--- src/rtl/count_wrap_monitor.sv ---
// Watches a 4-bit counter stream, tags step/wrap/jump/match transitions and
// queues them in a show-ahead FIFO. Define COUNT_WRAP_MONITOR_STATS_EN for wrap counters.
module count_wrap_monitor #(
  parameter int DEPTH = 4,
  parameter int CNT_W = 8
) (
  input  logic             clk,
  input  logic             reset,
  input  logic [3:0]       count_in,
  input  logic             count_valid,
  input  logic             match_en,
  input  logic [3:0]       match_value,
  output logic             evt_valid,
  input  logic             evt_ready,
  output logic [7:0]       evt_data,
  output logic             ovf,
  input  logic             ovf_clr,
  output logic [CNT_W-1:0] wrap_up_cnt,
  output logic [CNT_W-1:0] wrap_dn_cnt
);

  localparam int AW = $clog2(DEPTH);

  logic [3:0]  prev;
  logic        prev_valid;
  logic [3:0]  d;
  logic        wrap_up, wrap_dn, jump, match;
  logic        push, pop, full, empty, drop;
  logic [AW:0] wr_ptr, rd_ptr;
  logic [7:0]  mem [DEPTH];

  // Transition classification against the previous accepted sample.
  always_comb begin
    d       = count_in - prev;
    wrap_up = prev_valid && (d == 4'd1) && (prev == 4'd15);
    wrap_dn = prev_valid && (d == 4'd15) && (prev == 4'd0);
    jump    = prev_valid && (d != 4'd0) && (d != 4'd1) && (d != 4'd15);
    match   = match_en && (count_in == match_value) &&
              (!prev_valid || (prev != match_value));
  end

  // Handshake: the head entry transfers on any cycle where evt_valid and
  // evt_ready are both high; evt_valid never depends on evt_ready.
  assign empty     = (wr_ptr == rd_ptr);
  assign full      = (wr_ptr[AW] != rd_ptr[AW]) && (wr_ptr[AW-1:0] == rd_ptr[AW-1:0]);
  assign evt_valid = !empty;
  assign evt_data  = mem[rd_ptr[AW-1:0]];
  assign push      = count_valid && (wrap_up || wrap_dn || jump || match);
  assign pop       = evt_valid && evt_ready;
  assign drop      = push && full && !pop;

  always_ff @(posedge clk) begin
    if (reset) begin
      prev       <= 4'd0;
      prev_valid <= 1'b0;
      wr_ptr     <= '0;
      rd_ptr     <= '0;
      ovf        <= 1'b0;
      for (int i = 0; i < DEPTH; i++) mem[i] <= 8'd0;
    end else begin
      if (count_valid) begin
        prev       <= count_in;
        prev_valid <= 1'b1;
      end
      // A push into a full FIFO still lands when the head leaves this cycle.
      if (push && !drop) begin
        mem[wr_ptr[AW-1:0]] <= {jump, wrap_dn, wrap_up, match, count_in};
        wr_ptr              <= wr_ptr + 1'b1;
      end
      if (pop) rd_ptr <= rd_ptr + 1'b1;
      if (drop)         ovf <= 1'b1;
      else if (ovf_clr) ovf <= 1'b0;
    end
  end

`ifdef COUNT_WRAP_MONITOR_STATS_EN
  logic [CNT_W-1:0] up_q, dn_q;

  always_ff @(posedge clk) begin
    if (reset) begin
      up_q <= '0;
      dn_q <= '0;
    end else if (count_valid) begin
      if (wrap_up && (up_q != {CNT_W{1'b1}})) up_q <= up_q + 1'b1;
      if (wrap_dn && (dn_q != {CNT_W{1'b1}})) dn_q <= dn_q + 1'b1;
    end
  end

  assign wrap_up_cnt = up_q;
  assign wrap_dn_cnt = dn_q;
`else
  assign wrap_up_cnt = '0;
  assign wrap_dn_cnt = '0;
`endif

endmodule
--- config.mk ---
export PLATFORM = sky130hd
export DESIGN_NAME = count_wrap_monitor
export DESIGN_NICKNAME = d
export VERILOG_FILES = /design/src/rtl/count_wrap_monitor.sv
export SDC_FILE = /design/constraint.sdc
export NUM_CORES = 1
export LEC_CHECK = 0
export BUFFER_PORTS_ARGS = -buffer_cell sky130_fd_sc_hd__buf_4
export CAP_MARGIN = 20
export CORE_MARGIN = 10
export CORE_UTILIZATION = 35
export DETAILED_ROUTE_END_ITERATION = 7
export SYNTH_ARGS = -nofsm -noshare
export SYNTH_HDL_FRONTEND = slang
export SYNTH_SLANG_ARGS = --single-unit
--- constraint.sdc ---
create_clock -name clk -period 2.79 [get_ports clk]
set_input_delay 0.1395 -clock clk [delete_from_list [all_inputs] [get_ports clk]]
set_output_delay 0.1395 -clock clk [all_outputs]
set_load 0.02 [all_outputs]
* Word level (Yosys, flattened, before mapping)
Memories as Yosys holds them, arrays and structs flattened. A register that Yosys moved wholly into a read port is not among the register bits. Cells that the tools add are included.
Word-level totals: register bits 12, bits in writable memories 32, bits of input ports 14, output and inout port bits 26, word-level logic and storage cells 58, memories kept 1
Cells by class: $add $sub $neg 3, equality and inequality tests 10, mux-type cells 12, reduce and logical (&&, ||, !) cells 27
Memory list:
- mem | words 4, bits a word 8, rd ports 1, clocked after Yosys merged registers in 1, wr ports 4, RTL line 30 | logic [7:0] mem [DEPTH];
Operator list (number):
- 1-bit logical AND | 15
- 4-bit equality test, second input constant | 2
- 1-bit 2-to-1 mux | 8
- 8-bit 2-to-1 mux | 1
- 8-bit OR reduction | 1
- 3-bit by 1-bit adder with 3-bit output, second input constant | 2
- 2-bit 2-to-1 mux | 3
- 4-bit by 1-bit equality test with 1-bit output, second input constant | 1
- 4-bit equality test | 1
- 1-bit zero test | 4
- 4-bit zero test | 1
- 1-bit logical OR | 4
- 4-bit by 1-bit != test with 1-bit output, second input constant | 1
- 4-bit != test | 1
- 4-bit != test, second input constant | 1
- 4-bit nonzero test | 1
- 4-bit subtractor | 1
- 3-bit equality test | 1
- 2-bit equality test | 1
- 2-bit nonzero test | 1
- 1-bit != test | 1

* Longest topological paths before layout
Gate-level depths: netlist (run 1).
depth in word-level cells 17, mapped depth 11, depth with buffers taken out 10

* Worst setup path before layout (run 1)
OpenSTA, ideal clock, no wires.
path type reg-to-reg, from register prev[0], to memory mem[0][0] (enable), arrival time 2.240 ns, data required time 2.464 ns, slack 0.224 ns, stages on the path, launching flop included 10, buffers on the path 0, path through dfxtp_1 -> ha_1 -> inv_1 -> fa_1 -> xor2_1 -> nand2_1 -> o21ai_0 -> mux2_2 -> a31oi_1 -> a21o_1
RTL lines:
- start, declared | RTL line 24 | logic [3:0] prev;
- start signal, assigned | RTL line 62 | prev <= count_in;
- end, declared | RTL line 30

==> flow_summary_export.csv, run 1 <==
group,metric,value,unit
hold_path,hp-class,"in2reg",
detailed_routing,routed_wl,5240,um
synthesis,synth.cells.most_frequent,"edfxtp_1 (32), nor2_1 (20), buf_4 (17)",
setup_path,end_kind,"register",
pwr,p_per_area,592,nW/um^2
grt,first_global_vias,1781,
cts,insertion_delay,0.30,ns
timing,rsz0062_at_grt,"true",
grt,antenna_found_initial,0,
setup_path,critPathMaxFanout,8,
placed_design,routabilityCongestion,0.791,
floorplanning,io_pins,40,
setup_path,worstPathArrival,2.65,ns
detailed_routing,wl_per_cell,15.1,um
setup_path,r2r_cells,9,
setup_path,path_class,"reg2reg",
cells_and_area,multi_input_area,1190,um^2
setup_path,cp-startpoint,"prev[0]",
pwr,leakage,1.17,nW
setup_path,required,2.79,ns
synthesis,syn_area,2550,um^2
floorplanning,coreArea,7180,um^2
floorplanning,die_area,11100,um^2
detailed_routing,dr.pass1.iters,4,
cts,clkSinkCount,46,
timing,finalSetupViolCount,0,
synthesis,synth-edff-count,32,
timing,fin_ws,0.138,ns
synthesis,synth_top_area_frac,0.377,
pwr,switching_power,537,uW
timing,setup-tns-final,0,ns
cts,clk_pin_slew,0.08,ns
grt,grt_max_degree,24,
cts,numCtsBuffers,5,
setup_path,rr_startpoint,"prev[0]",
cells_and_area,num-fill-cells,726,
synthesis,seq_area_frac_synth,0.487,
synthesis,syn_inst,221,
synthesis,yosysWarnings,0,
synthesis,async_flop_share,0,
run,drv_cap,0,
cells_and_area,layout.nets,266,
setup_path,start_kind,"register",
timing,finalClockSkew,0.00376,ns
timing,relSlewSlack,0.621,
cts,cts_tree,"done",
synthesis,synth_seq_cells,46,
floorplanning,die_w,105,um
grt,grt_usage,0.0957,
pwr,internal_power,1.17,mW
cells_and_area,diodes,0,
pwr,combPwrFrac,0.267,
pwr,swShare,0.316,
synthesis,yosys-top-cells-area,"edfxtp_1 (38%), dfxtp_1 (11%), mux4_2 (7.1%)",
synthesis,synth_area_leader_cell,"edfxtp_1",
cells_and_area,drive_above_1_share,0.223,
outcome,status,"completed",
timing,worst_pin_slew,0.567,ns
setup_path,path_cells,"ha_1 > inv_1 > fa_1 > xor2_1 > nand2_1 > o21ai_1 > mux2_2 > a31oi_2 > a21o_2",
floorplanning,initial_utilization,0.355,
hold_path,hold_path_startpoint,"ovf_clr",
timing,fin_crit,2.65,ns
detailed_routing,drc_errors,0,
cells_and_area,finish.utilization,0.401,
detailed_routing,vias,1658,
cells_and_area,syn_to_final_growth,12.9,%
cts,post-cts-setup-buffers,0,
placed_design,pre_cts_ws,-0.0192,ns
detailed_routing,antenna_left,0,
grt,grt-ovfl-total,0,
synthesis,synth-main-ff-cell,"edfxtp_1",
cts,root_buffer,"clkbuf_8",
grt,grt_pass1_wl,8750,um
pwr,p_seq_frac,0.493,
cts,cts_buffer_depth,2,
setup_path,cp_slowest_cell,"dfxtp_1",
cts,htreeDepth,2,
timing,maxSlewViolCount,0,
cts,ctsHoldBuffers,0,
placed_design,dp_hpwl,3940,um
placed_design,port_buffers,23,
synthesis,avgSynthCellArea,11.5,um^2
cells_and_area,regArea,1240,um^2
timing,hold_violations,0,
synthesis,synth.most_common_cell,"edfxtp_1",
hold_path,min_path_cells,3,
timing,max_freq,377,MHz
detailed_routing,via_per_inst,4.79,
floorplanning,std_cell_rows,31,
pwr,clkPwrFrac,0.239,
floorplanning,dieHeight,105,um
timing,timing.final.crit_share,0.950,
pwr,ir_drop,0.000274,V
synthesis,ys_types,48,
detailed_routing,drtIter0Drc,50,
setup_path,slowest_delay,0.42,ns
-- routing by layer --
| layer | global-route usage | part of all wire | vias to the layer above |
|---|---|---|---|
| met5 | 0 | 0 | - |
| met4 | 0.0353 | 0.012 | 0 |
| met3 | 0.0250 | 0.039 | 8 |
| met2 | 0.152 | 0.47 | 38 |
| met1 | 0.122 | 0.48 | 786 |
| li1 | - | - | 826 |
-- stage by stage --
stage	hold slack (ns)	cells	cell area (um^2)	power, mW
global placement	0.404	337	2760	1.30
finish	0.0990	346	2870	1.70
floorplan	0.287	236	2600	1.18
CTS	0.0924	345	2850	1.72
detailed placement	0.415	337	2760	1.31
global route	0.0982	346	2870	1.80
-- critical path, delay by kind of cell (launching register included) --
kind | cells | cell delay [ns]
AOI/OAI and AO/OA | 3 | 0.66
muxes | 1 | 0.29
and+or+nand+nor | 1 | 0.15
DFF | 1 | 0.42
adders and majority gates | 2 | 0.57
buffers and inverters | 1 | 0.06
xor gates and xnor gates | 1 | 0.19
-- cell type report --
class,instances,share of cell area
multi-input combinational,157,0.413
tap,99,0.0431
sequential,46,0.432
timing repair buffer,27,0.0705
inverter,9,0.0118
clock buffer,6,0.0253
clock inverter,2,0.00479
-- kinds of logic (layout without fill, tap and decap cells) --
| group | count (synthesis) | count (layout) | share of synthesized area |
|---|---|---|---|
| xor+xnor | 15 | 15 | 0.0516 |
| mux | 14 | 14 | 0.0948 |
| flops | 46 | 46 | 0.487 |
| compound gates | 22 | 23 | 0.0629 |
| buf+inv | 34 | 44 | 0.0811 |
| simple gates | 83 | 83 | 0.188 |
| other cells | 1 | 16 | 0.00147 |
| fa+ha+maj | 6 | 6 | 0.0324 |
-- repair_timing --
item                                    in CTS  in global routing
resized for setup                            4                  2
pin swaps                                    1                  1
endpoints found under the setup margin      32                 49
gates cloned                                 0                  1
-- layout by cell type, fill, tap and decap left out, drive strengths merged, types with 2 or more instances in the layout --
cell type  Yosys  routed
nand2b         4       4
conb           1      16
and2           4       4
nand2          5       5
clkinv         0       2
and3          12      12
a21o           3       3
nor3           7       7
nor3b          2       2
inv            9       9
nand3b         3       3
mux4           8       8
mux2i          5       5
clkbuf         5       6
a22oi          2       2
nor2          20      20
nor2b          6       6
xnor2          5       5
dfxtp         14      14
nor4           2       2
edfxtp        32      32
nand4          5       5
xor2          10      10
ha             5       5
nand3          7       7
a21oi          5       5
a31oi          2       3
buf           20      27
o21ai          5       5
-- state kept, by name (all words and copies together) (netlist names), named ones only --
| register | flops |
|---|---|
| mem | 32 |
| prev | 4 |
| wr_ptr | 3 |
| ovf | 1 |
| rd_ptr | 3 |
| prev_valid | 1 |
-- final timing paths --
kind               endpoint  slack (ns)
setup reg to reg  mem[0][4]        0.14
setup / recovery  mem[0][4]        0.14
hold / removal          ovf         0.1
hold reg to reg         ovf        0.49
-- power groups by stage --
stage / clock network (mW) / registers (mW) / logic, mW
2_1_floorplan: 0 / 0.817 / 0.359
3_3_place_gp: 0 / 0.856 / 0.447
3_5_place_dp: 0 / 0.860 / 0.452
4_1_cts: 0.417 / 0.844 / 0.455
5_1_grt: 0.442 / 0.853 / 0.502
6_report: 0.408 / 0.840 / 0.455
Power figures use the tool's default switching activity.
==> run 2: changes to the inputs <==
--- a/config.mk
+++ b/config.mk
@@ -5,11 +5,15 @@
 export SDC_FILE = /design/constraint.sdc
 export NUM_CORES = 1
 export LEC_CHECK = 0
+export ABC_CLOCK_PERIOD_IN_PS = 2790
 export BUFFER_PORTS_ARGS = -buffer_cell sky130_fd_sc_hd__buf_4
 export CAP_MARGIN = 20
+export CELL_PAD_IN_SITES_DETAIL_PLACEMENT = 2
+export CELL_PAD_IN_SITES_GLOBAL_PLACEMENT = 2
 export CORE_MARGIN = 10
 export CORE_UTILIZATION = 35
 export DETAILED_ROUTE_END_ITERATION = 7
+export PLACE_DENSITY_LB_ADDON = 0.1
 export SYNTH_ARGS = -nofsm -noshare
 export SYNTH_HDL_FRONTEND = slang
 export SYNTH_SLANG_ARGS = --single-unit
==> run 2 against run 1 <==
Effect of this change:
- sequential power down 0.6%
- sequential cell count stayed put
- hold slack worse by 0.0077 ns
- clock power grew 5.1%
- clock-buffer cell count is 1 lower
- register-to-register slack better by 0.04 ns
- die area did not move
- routed wire length up 15%
- highest routed layer unchanged
- combinational power rose by 4%
- largest cell class unchanged
==> flow_summary_export.csv, run 2 (synthesized netlist as in run 1, its figures left out) <==
group,metric,value,unit
placed_design,place_area,2780,um^2
placed_design,post-place-cells,340,
detailed_routing,wl_per_cell,17.4,um
cts,clk_pin_slew,0.09,ns
grt,grt_usage,0.111,
cells_and_area,largest_reg_flops,32,
timing,max_freq,383,MHz
cts,cts_tree,"done",
detailed_routing,vias,1684,
placed_design,pre_cts_ws,0.0233,ns
timing,worst_pin_slew,0.565,ns
cells_and_area,reg_top3,"mem x32, prev x4",
detailed_routing,antenna_left,0,
run,drv_cap,0,
hold_path,hold_path_startpoint,"ovf_clr",
setup_path,start_kind,"register",
setup_path,end_kind,"register",
floorplanning,die_area,11100,um^2
setup_path,rrSetupSlack,0.18,ns
timing,relSlewSlack,0.623,
cts,root_buffer,"clkbuf_8",
setup_path,cp-endpoint,"mem[1][2]",
cts,cts_buffer_depth,2,
floorplanning,dieHeight,105,um
detailed_routing,routed_wl,6040,um
hold_path,hp-class,"in2reg",
floorplanning,coreArea,7180,um^2
cells_and_area,largest-register,"mem",
grt,first_global_vias,1912,
detailed_routing,via_per_inst,4.84,
cells_and_area,finalNonFillerCells,348,
timing,timing.final.crit_share,0.935,
cells_and_area,finish.instance_area,2890,um^2
cells_and_area,syn_to_final_growth,13.5,%
detailed_routing,dr.pass1.iters,4,
setup_path,path_class,"reg2reg",
pwr,power.total,1.74,mW
grt,grt_max_degree,24,
placed_design,port_buffers,23,
pwr,leakage,1.18,nW
floorplanning,initial_utilization,0.355,
pwr,ir_drop,0.000165,V
setup_path,cpLargestDelayFamily,"compound AO/OA/AOI/OAI gates",
cells_and_area,mostFrequentLayoutCells,"edfxtp_1 (32), buf_4 (30), nor2_1 (20)",
cells_and_area,drive_above_1_share,0.229,
setup_path,path_cells,"inv_1 > ha_1 > a21oi_1 > a21oi_2 > nor2b_4 > mux2_2 > a31oi_2 > a21o_1 > buf_4",
setup_path,r2r_cells,9,
timing,fin_crit,2.61,ns
timing,hold_violations,0,
setup_path,required,2.81,ns
cells_and_area,final_common_cell,"edfxtp_1",
floorplanning,io_pins,40,
cts,numCtsBuffers,5,
grt,antenna_found_initial,0,
outcome,status,"completed",
grt,grt-ovfl-total,0,
floorplanning,std_cell_rows,31,
cts,insertion_delay,0.30,ns
setup_path,crit_cells,9,
timing,finalSetupViolCount,0,
timing,finalClockSkew,0.00305,ns
detailed_routing,drtIter0Drc,63,
detailed_routing,drc_errors,0,
pwr,p_per_area,602,nW/um^2
placed_design,routabilityCongestion,0.720,
setup_path,cp_slowest_cell,"dfxtp_1",
cts,clkSinkCount,46,
timing,maxSlewViolCount,0,
cells_and_area,diodes,0,
cts,htreeDepth,2,
grt,grt_pass1_wl,10100,um
setup_path,slowest_delay,0.43,ns
setup_path,rr_startpoint,"prev[2]",
setup_path,path_buf_inv,2,
timing,setup-tns-final,0,ns
placed_design,dp_hpwl,4580,um
setup_path,cp-startpoint,"prev[2]",
floorplanning,die_w,105,um
setup_path,r2r_end,"mem[1][2]",
hold_path,min_path_cells,3,
setup_path,critPathMaxFanout,8,
timing,fin_ws,0.181,ns
cells_and_area,layout.nets,268,
setup_path,worstPathArrival,2.63,ns
==> run 2: cell count changes in the layout (fill, tap and decap cells not counted), sizes merged <==
cell / before / now
a31oi: 3 / 2
buf: 27 / 30
clkbuf: 6 / 5
clkinv: 2 / 0
clkinvlp: 0 / 2
inv: 9 / 10
==> run 2: how the worst min path moves through the flow <==
| stage | end | slack, ns |
|---|---|---|
| floorplan | prev[0] | 0.29 |
| global placement | ovf | 0.40 |
| detailed placement | ovf | 0.41 |
| CTS | ovf | 0.09 |
| global route | ovf | 0.10 |
| finish | ovf | 0.09 |
==> run 2: layer usage <==
layer,vias up,global-route usage,routed length [um]
met5,-,0,0
li1,823,-,-
met1,835,0.138,2750
met3,4,0.0268,150
met2,22,0.190,3100
met4,0,0.0265,44
==> run 2: cell type report <==
type                       count  area (um^2)
timing repair buffer          30          225
inverter                       9         33.8
multi-input combinational    156         1170
tap                           99          124
fill                         795         4290
clock buffer                   5         68.8
sequential                    46         1240
clock inverter                 3         23.8
==> run 2: power by group <==
group / internal, mW / leakage [nW] / total [mW] / switching (mW)
clock: 0.180 / 0.0408 / 0.429 / 0.250
sequential: 0.781 / 0.445 / 0.835 / 0.0536
combinational: 0.210 / 0.693 / 0.473 / 0.263
==> run 2: per-stage QoR <==
| stage | hold slack, ns | utilization |
|---|---|---|
| 2_1_floorplan | 0.287 | - |
| 3_3_place_gp | 0.403 | 0.387 |
| 3_5_place_dp | 0.414 | 0.387 |
| 4_1_cts | 0.0866 | 0.400 |
| 5_1_grt | 0.103 | 0.403 |
| 6_report | 0.0913 | 0.403 |
==> run 2: what timing repair did <==
item | 4_1_cts | 5_1_grt
gates resized for setup | 0 | 5
setup endpoints to repair | 0 | 48
hold buffers | 0 | 0
setup buffers | 0 | 0
==> run 2: tightest hold or removal path, delay by kind of cell <==
family	cells	cell delay (ns)
and+or+nand+nor	1	0.09
buffers and inverters	1	0.07
AOI/OAI and AO/OA	1	0.05
